==> config.mk <==
export PLATFORM = sky130hd
export DESIGN_NAME = nlc_frame_assembler
export DESIGN_NICKNAME = d
export VERILOG_FILES = /design/src/rtl/nlc_frame_assembler.sv
export SDC_FILE = /design/constraint.sdc
export NUM_CORES = 1
export LEC_CHECK = 0
export CAP_MARGIN = 20
export CORE_ASPECT_RATIO = 1.4
export CORE_MARGIN = 4
export CORE_UTILIZATION = 56
export CTS_BUF_LIST = sky130_fd_sc_hd__clkbuf_8 sky130_fd_sc_hd__clkbuf_16
export DETAILED_ROUTE_END_ITERATION = 10
export GPL_ROUTABILITY_DRIVEN = 0
export PLACE_DENSITY = 0.8
export SLEW_MARGIN = 20
export SYNTH_ARGS = -nofsm -noshare
export SYNTH_HDL_FRONTEND = slang
export SYNTH_SLANG_ARGS = --single-unit
==> constraint.sdc <==
create_clock -name clk -period 3.3 [get_ports clk]
set_clock_uncertainty 0.15 [all_clocks]
set_input_delay 0.495 -clock clk [delete_from_list [all_inputs] [get_ports clk]]
set_output_delay 0.495 -clock clk [all_outputs]
set_load 0.05 [all_outputs]
==> src/rtl/nlc_frame_assembler.sv <==
// Double-buffered frame assembler feeding the 16-channel NLC core: collects
// channel-ordered ADC samples into one bank while the other bank is held for the core.
module nlc_frame_assembler #(
    parameter int NCH  = 16,
    parameter int W    = 21,
    parameter int ERRW = 8
) (
    input  logic              clk,
    input  logic              reset,
    input  logic              s_valid,
    output logic              s_ready,
    input  logic [3:0]        s_chan,
    input  logic [W-1:0]      s_data,
    output logic [NCH*W-1:0]  x_adc_o,
    output logic              srdyi_o,
    input  logic              nlc_srdyo_i,
    output logic              busy_o,
    output logic              seq_err_o,
    output logic [ERRW-1:0]   err_cnt_o
);

    localparam logic [3:0]      LAST_CH = 4'(NCH - 1);
    localparam logic [ERRW-1:0] ERR_MAX = {ERRW{1'b1}};
    localparam logic [ERRW-1:0] ERR_ONE = {{(ERRW-1){1'b0}}, 1'b1};

    typedef enum logic [1:0] {
        ST_IDLE  = 2'd0,
        ST_ISSUE = 2'd1,
        ST_WAIT  = 2'd2
    } state_e;

    logic [W-1:0]    bank_q [2][NCH];
    logic            wr_bank_q;
    logic            wr_bank_d;
    logic            rd_bank_q;
    logic [3:0]      wr_cnt_q;
    logic [3:0]      wr_cnt_d;
    logic [1:0]      full_q;
    logic [1:0]      full_d;
    state_e          state_q;
    logic            srdyi_q;
    logic            busy_q;
    logic            seq_err_q;
    logic            seq_err_d;
    logic [ERRW-1:0] err_cnt_q;
    logic [ERRW-1:0] err_cnt_d;

    logic            accept_s;
    logic            in_order_s;
    logic            store_s;
    logic [3:0]      store_idx_s;
    logic            frame_done_s;
    logic            release_s;

    assign s_ready   = ~full_q[wr_bank_q];
    assign srdyi_o   = srdyi_q;
    assign busy_o    = busy_q;
    assign seq_err_o = seq_err_q;
    assign err_cnt_o = err_cnt_q;

    // Write-side decode: ordering check, store target, frame completion and error bookkeeping
    always_comb begin
        accept_s     = s_valid && ~full_q[wr_bank_q];
        in_order_s   = (s_chan == wr_cnt_q);
        store_s      = 1'b0;
        store_idx_s  = wr_cnt_q;
        frame_done_s = 1'b0;
        wr_cnt_d     = wr_cnt_q;
        wr_bank_d    = wr_bank_q;
        seq_err_d    = 1'b0;
        err_cnt_d    = err_cnt_q;
        if (accept_s) begin
            if (in_order_s) begin
                store_s = 1'b1;
                if (wr_cnt_q == LAST_CH) begin
                    frame_done_s = 1'b1;
                    wr_cnt_d     = 4'd0;
                    wr_bank_d    = ~wr_bank_q;
                end else begin
                    wr_cnt_d = wr_cnt_q + 4'd1;
                end
            end else begin
                seq_err_d = 1'b1;
                if (err_cnt_q != ERR_MAX) begin
                    err_cnt_d = err_cnt_q + ERR_ONE;
                end else begin
                    err_cnt_d = err_cnt_q;
                end
                // A channel-0 sample out of order restarts the frame rather than being lost
                if (s_chan == 4'd0) begin
                    store_s     = 1'b1;
                    store_idx_s = 4'd0;
                    wr_cnt_d    = 4'd1;
                end else begin
                    wr_cnt_d = 4'd0;
                end
            end
        end else begin
            store_s = 1'b0;
        end
    end

    // Full-flag next state: release of the read bank and completion of the write bank can coincide
    always_comb begin
        release_s = (state_q == ST_WAIT) && nlc_srdyo_i;
        full_d    = full_q;
        if (release_s) begin
            full_d[rd_bank_q] = 1'b0;
        end else begin
            full_d[rd_bank_q] = full_q[rd_bank_q];
        end
        if (frame_done_s) begin
            full_d[wr_bank_q] = 1'b1;
        end else begin
            full_d[wr_bank_q] = full_d[wr_bank_q];
        end
    end

    // Presented frame is a straight mux of the read bank; a full bank is never written
    always_comb begin
        x_adc_o = {(NCH*W){1'b0}};
        for (int c = 0; c < NCH; c++) begin
            x_adc_o[c*W +: W] = bank_q[rd_bank_q][c];
        end
    end

    // Sample storage for both banks
    always_ff @(posedge clk or negedge reset) begin
        if (!reset) begin
            for (int b = 0; b < 2; b++) begin
                for (int c = 0; c < NCH; c++) begin
                    bank_q[b][c] <= {W{1'b0}};
                end
            end
        end else if (store_s) begin
            bank_q[wr_bank_q][store_idx_s] <= s_data;
        end
    end

    // Write pointer, write bank and sequence-error registers
    always_ff @(posedge clk or negedge reset) begin
        if (!reset) begin
            wr_cnt_q  <= 4'd0;
            wr_bank_q <= 1'b0;
            seq_err_q <= 1'b0;
            err_cnt_q <= {ERRW{1'b0}};
        end else begin
            wr_cnt_q  <= wr_cnt_d;
            wr_bank_q <= wr_bank_d;
            seq_err_q <= seq_err_d;
            err_cnt_q <= err_cnt_d;
        end
    end

    // Per-bank full flags
    always_ff @(posedge clk or negedge reset) begin
        if (!reset) begin
            full_q <= 2'b00;
        end else begin
            full_q <= full_d;
        end
    end

    // Issue FSM with registered srdyi/busy and the read-bank pointer
    always_ff @(posedge clk or negedge reset) begin
        if (!reset) begin
            state_q   <= ST_IDLE;
            srdyi_q   <= 1'b0;
            busy_q    <= 1'b0;
            rd_bank_q <= 1'b0;
        end else begin
            case (state_q)
                ST_IDLE: begin
                    if (full_q[rd_bank_q]) begin
                        state_q <= ST_ISSUE;
                        srdyi_q <= 1'b1;
                        busy_q  <= 1'b1;
                    end else begin
                        srdyi_q <= 1'b0;
                        busy_q  <= 1'b0;
                    end
                end
                ST_ISSUE: begin
                    state_q <= ST_WAIT;
                    srdyi_q <= 1'b0;
                    busy_q  <= 1'b1;
                end
                ST_WAIT: begin
                    srdyi_q <= 1'b0;
                    if (nlc_srdyo_i) begin
                        state_q   <= ST_IDLE;
                        busy_q    <= 1'b0;
                        rd_bank_q <= ~rd_bank_q;
                    end else begin
                        busy_q <= 1'b1;
                    end
                end
                default: begin
                    state_q <= ST_IDLE;
                    srdyi_q <= 1'b0;
                    busy_q  <= 1'b0;
                end
            endcase
        end
    end

endmodule

=== Yosys cells after proc, flatten, opt, wreduce, memory -nomap -nowiden ===
Cells that the tools add are included.

* Register bits: 693
* Memory bits (read-only): 0
* Memories kept: 0
* Input bits: 29
* Latch bits: 0
* Word-level logic and storage cells: 124
* Memory bits (writable): 0

* Divide/modulo/power cells: 0
* Shift operators: 0
* Equal/unequal tests: 7
* Bitwise operators: 10
* Multiplexer cells: 43
* Multipliers: 0
* Reductions and logical operators: 12
* $lt $le $gt $ge: 9
* Add/sub/neg operators: 2

{| class="wikitable"
|+ Operators with widths
! cell !! count
|-
| 336-bit 2-to-1 mux || 4
|-
| 672-bit bitwise mux || 1
|-
| 336-bit demux with 1-bit select || 1
|-
| 21-bit demux with 4-bit select || 1
|-
| 21-bit 2-to-1 mux || 1
|-
| 1-bit 2-to-1 mux || 20
|-
| 4-bit 2-to-1 mux || 5
|-
| 8-bit by 1-bit adder with 8-bit output (second input constant) || 1
|-
| 2-bit 2-to-1 mux || 4
|-
| 8-bit inequality test (second input constant) || 1
|-
| 1-bit logical AND || 6
|-
| 2-bit case mux with 3 select lines || 1
|-
| 3-bit AND reduction || 2
|-
| 5-bit greater-or-equal comparator (second input constant) || 1
|-
| 5-bit by 1-bit less-than comparator with 1-bit output (second input constant) || 1
|-
| 4-bit NOT with 5-bit output || 1
|-
| 4-bit by 1-bit adder with 4-bit output (second input constant) || 1
|-
| 2-bit bitwise mux || 2
|-
| 4-bit equality test || 1
|-
| 4-bit equality test (second input constant) || 1
|-
| 2-bit greater-or-equal comparator (second input constant) || 2
|-
| 4-bit zero test || 1
|-
| 1-bit by 2-bit less-than comparator with 1-bit output (second input constant) || 2
|-
| 2-bit inequality test (second input constant) || 2
|-
| other kinds (13) || 20
|}

=== Longest topological paths before layout ===
* Depth after elaboration: 13
* Mapped depth: 7
* Gate-level depth less buffers: 5

=== Least setup slack after synthesis ===
No wires, ideal clock.

* Path type: reg2reg
* Start: reg wr_bank_q
* End: reg bank_q[147] (netlist name)
* Stages on the path, launching flop included: 8
* Required time: 3.025 ns
* Period minus slack after synthesis: 2.680 ns
* Setup slack: 0.620 ns
* Buffers on the path: 3
* Library setup time: 0.125 ns
* Arrival: 2.406 ns
* Path through: dfrtp_1 > buf_2 > mux2i_4 > nand4_2 > buf_2 > nor3_1 > buf_2 > mux2_2

* Cells in the longest elaborated chain, start to end: 13

{| class="wikitable"
|+ Ends and longest elaborated chain
! item !! line !! text
|-
| start: declaration || 33 || <nowiki>logic wr_bank_q;</nowiki>
|-
| start signal: assignment || 149 || <nowiki>wr_bank_q <= wr_bank_d;</nowiki>
|-
| 1-bit 2-to-1 mux * (2 in series) || - ||
|-
| 1-bit NOT * || - ||
|-
| via s_ready || 11 || <nowiki>output logic s_ready,</nowiki>
|-
| 1-bit logical AND * || 63 || <nowiki>accept_s = s_valid && ~full_q[wr_bank_q];</nowiki>
|-
| 4-bit 2-to-1 mux || 72 || <nowiki>if (accept_s) begin</nowiki>
|-
| 4-bit NOT with 5-bit output (not written as such) || 136 || <nowiki>bank_q[wr_bank_q][store_idx_s] <= s_data;</nowiki>
|-
| 5-bit greater-or-equal comparator (not written as such) or 5-bit by 1-bit less-than comparator with 1-bit output (tied branches) || 136 ||
|-
| 1-bit logical AND (not written as such) || 136 ||
|-
| 21-bit 2-to-1 mux (not written as such) || 136 ||
|-
| 21-bit demux with 4-bit select || 136 ||
|-
| 336-bit 2-to-1 mux (not written as such) || 136 ||
|-
| 336-bit demux with 1-bit select || 136 ||
|-
| 672-bit bitwise mux || 136 ||
|-
| end signal: indexed assignment || 132 || <nowiki>bank_q[b][c] <= {W{1'b0}};</nowiki>
|-
| end signal: indexed assignment || 136 ||
|-
| end: declaration || 32 || <nowiki>logic [W-1:0] bank_q [2][NCH];</nowiki>
|}

The timed path passes the listed nets; every way through them passes the cells marked *. The select of a mux whose other input is x is not followed.
A chain may end at the register's enable or synchronous reset.

=== Worst setup path in the final report ===
* Start: reg rd_bank_q
* End: out x_adc_o[328]

* Cells in the longest elaborated chain, start to end: 4

{| class="wikitable"
|+ Ends and longest elaborated chain
! item !! line !! text
|-
| start: declaration || 35 || <nowiki>logic rd_bank_q;</nowiki>
|-
| start signal: assignment || 193 || <nowiki>rd_bank_q <= ~rd_bank_q;</nowiki>
|-
| 1-bit NOT with 2-bit output (not written as such) || 123 || <nowiki>x_adc_o[c*W +: W] = bank_q[rd_bank_q][c];</nowiki>
|-
| 336-bit 2-to-1 mux (not written as such) (3 in series) || 123 ||
|-
| end: declaration || 14 || <nowiki>output logic [NCH*W-1:0] x_adc_o,</nowiki>
|}

No other way between the ends. The select of a mux whose other input is x is not followed.

==> run summary <==
Dominant register cell in the synthesized netlist - sky130_fd_sc_hd__dfrtp_1
Core area - 53400 um^2
Vias in the first global route - 19865
CTS Sinks - 693
Io pins - 377
Cell area after technology mapping - 30400 um^2
Die width - 205 um
Worst hold path type - input pin to async pin
Count of input and output buffers - 376
Final Hold Vio Count - 0
Fin Hold WS - 0.305 ns
Part of the power in registers - 0.466
Number of enable-type register cells in the synthesized netlist - 0
Outcome - completed
Startpoint class of the critical path - flop
Leading cell type in the layout, fill and taps excluded - sky130_fd_sc_hd__mux2_2
Switching power share of the total - 0.250
Slew at the pin closest to its max-slew limit - 0.870 ns
HPWL Detailed - 51100 um
Clock latency at the later pin of the worst-skew pair - 0.60 ns
Vias - 18045
Overall routing resource usage - 0.265
Summed negative setup slack over all endpoints - 0 ns
Starting DRC count in detailed routing - 807
Worst reg2reg startpoint - wr_cnt_q[3]$_DFFE_PN0N_
Number of antenna violations at the first check in global routing - 1
Total CTS buffers - 67
Commonest cells after routing, fill and taps aside - sky130_fd_sc_hd__mux2_2, sky130_fd_sc_hd__dfrtp_1, sky130_fd_sc_hd__buf_4
Starting Density - 0.569
Clk network pwr share - 0.417
Combinational share of power - 0.117
Worst rel slew slack - 0.418
Drt first pass iters - 4
Power per Cell Area - 503 nW/um^2
Final setup violating endpoints - 0
Start-to-end type of the worst setup path - flop to primary output
Residual DRC - 0
Synth-to-Final Area Change - 23.7%
Share of post-route cells with drive strength above 1 - 0.573
Sequential area share after synthesis - 0.570
CTS Buffer Depth - 3
Vias/cell - 5.76
CTS root buf - sky130_fd_sc_hd__clkbuf_16
Net switching power figure - 4720 uW
Number of placement rows - 100
Maximum VDD drop - 0.000455 V
Synth unique cells - 47
CTS tree - done
Portion of the clock cycle consumed by the worst path in the final layout - 0.982
FF-to-FF path depth - 6
Cells after Synth - 1995
Die ar. - 58100 um^2
Post-Synthesis Net Count - 2026
Arrival time at the worst endpoint - 2.59 ns
Clock-pin transition on the worst setup and hold timing paths - 0.06 ns
Floorplan die height - 284 um
Period minus WS final - 3.24 ns
Slew Viols, Final - 0
Avg WL per Cell - 24.5 um
Max-cap violations - 0
Global-route wire length before repair - 120000 um
CP required - 2.65 ns
Largest net degree at the start of global routing - 107
Async set or reset register ratio after synthesis - 1.00
Endpoint class of the critical path - primary output
Max Clk Rate - 0.309 GHz
Average instance area after synthesis - 15.2 um^2
H-tree depth - 3
Sum of overflow across all layers after global routing - 0
Final Routed Wirelength - 76600 um
Maximum fanout encountered on the critical timing path - 28
Synth warn - 0
Leak Pwr - 0.0195 uW
Reg-to-reg setup timing slack - 0.53 ns
Final-stage net count - 2401
Int Pwr - 14200 uW
Capturing point of the worst reg2reg path - bank_q[48]$_DFFE_PN0P_
Register bit total from synthesis - 693
Antenna violation net count after detailed routing - 0
Unrepaired setup endpoints after global routing - false
[registers in the layout (all words and copies together), names as in the netlist, 2 cells and up]
signal and count:
bank_q 672, err_cnt_o 8, full_q 2, state_q 2
wr_cnt_q 4
[cells by family after synthesis]
group | synth area share
buffers and inverters | 0.0254
AND/OR/NAND/NOR | 0.0177
multiplexers | 0.377
flip-flops | 0.570
adder cells (fa/ha/maj) | 0.000823
XOR/XNOR | 0.00436
AO/OA/AOI/OAI | 0.00420
[how the worst max path moves through the flow]
stage / from / endpoint / slack, ns / cells past startpoint
after global routing: rd_bank_q$_DFFE_PN0P_ / x_adc_o[167] / 0.00007 / 3
after CTS: rd_bank_q$_DFFE_PN0P_ / x_adc_o[68] / 0.00003 / 3
after floorplan: wr_bank_q$_DFFE_PN0P_ / bank_q[147]$_DFFE_PN0P_ / 0.62 / 7
after global placement: s_chan[1] / bank_q[397]$_DFFE_PN0P_ / 0.12 / 7
final: rd_bank_q$_DFFE_PN0P_ / x_adc_o[328] / 0.06 / 3
after detailed placement: s_chan[1] / bank_q[60]$_DFFE_PN0P_ / 0.07 / 7
[per-layer routing]
layer	global-route usage	wire length, um	vias to the layer above
met5	0	0	-
met4	0.0987	2660	0
met3	0.0401	3620	120
met2	0.453	39200	452
met1	0.345	31200	9630
li1	-	-	7843
[power groups by stage]
stage | Combinational [uW] | Clock, uW | Sequential [uW]
after floorplan | 1240 | 0 | 9050
after global placement | 2190 | 0 | 8970
after detailed placement | 2220 | 0 | 8980
after CTS | 2240 | 8060 | 8810
after global routing | 2340 | 8400 | 8830
final | 2210 | 7890 | 8810
[critical path: stages (launching register included)]
cell and delay [ns]:
sky130_fd_sc_hd__dfrtp_4 0.64, sky130_fd_sc_hd__buf_12 0.25, sky130_fd_sc_hd__mux2_2 0.37, sky130_fd_sc_hd__clkdlybuf4s50_1 0.71
[through the flow]
step | instances | total power [uW] | setup slack (ns) | instance area [um^2] | utilization
floorplan | 1995 | 10300 | 0.620 | 30400 | -
global placement | 3013 | 11200 | 0.117 | 35300 | 0.661
detailed placement | 3013 | 11200 | 0.0712 | 35300 | 0.661
CTS | 3131 | 19100 | 0.0000322 | 37500 | 0.703
global route | 3132 | 19600 | 0.0000719 | 37600 | 0.704
finish | 3132 | 18900 | 0.0600 | 37600 | 0.704
[synthesized netlist by cell type, drive strengths merged, types with 3 or more instances]
library cell / instances / area (um^2)
buf: 70 / 367
clkbuf: 105 / 394
dfrtp: 693 / 17300
inv: 3 / 11.3
mux2: 1009 / 11400
nand2: 9 / 36.3
nand3: 9 / 45.0
nand3b: 3 / 22.5
nand4: 4 / 31.3
nor2: 7 / 26.3
nor3: 19 / 120
nor4: 13 / 119
o21ai: 4 / 20.0
or4: 5 / 41.3
xnor2: 6 / 71.3
xor2: 7 / 61.3
[final cells by class]
type                            count  area, um^2
Clock inverter                     35         369
Clock buffer                       81        1890
Multi-Input combinational cell   1124       12500
Sequential cell                   693       17300
Inverter                            3        11.3
Timing Repair Buffer              481        4630
Antenna cell                        1        2.50
Fill cell                        3594       15800
Tap cell                          714         893
[repair_timing]
action	in CTS	in global routing
gates resized for setup	28	21
hold endpoints to repair	67	0
endpoints found under the setup margin	280	39
hold buffers	1	0
setup buffers	1	0
Power figures use the tool's default switching activity.
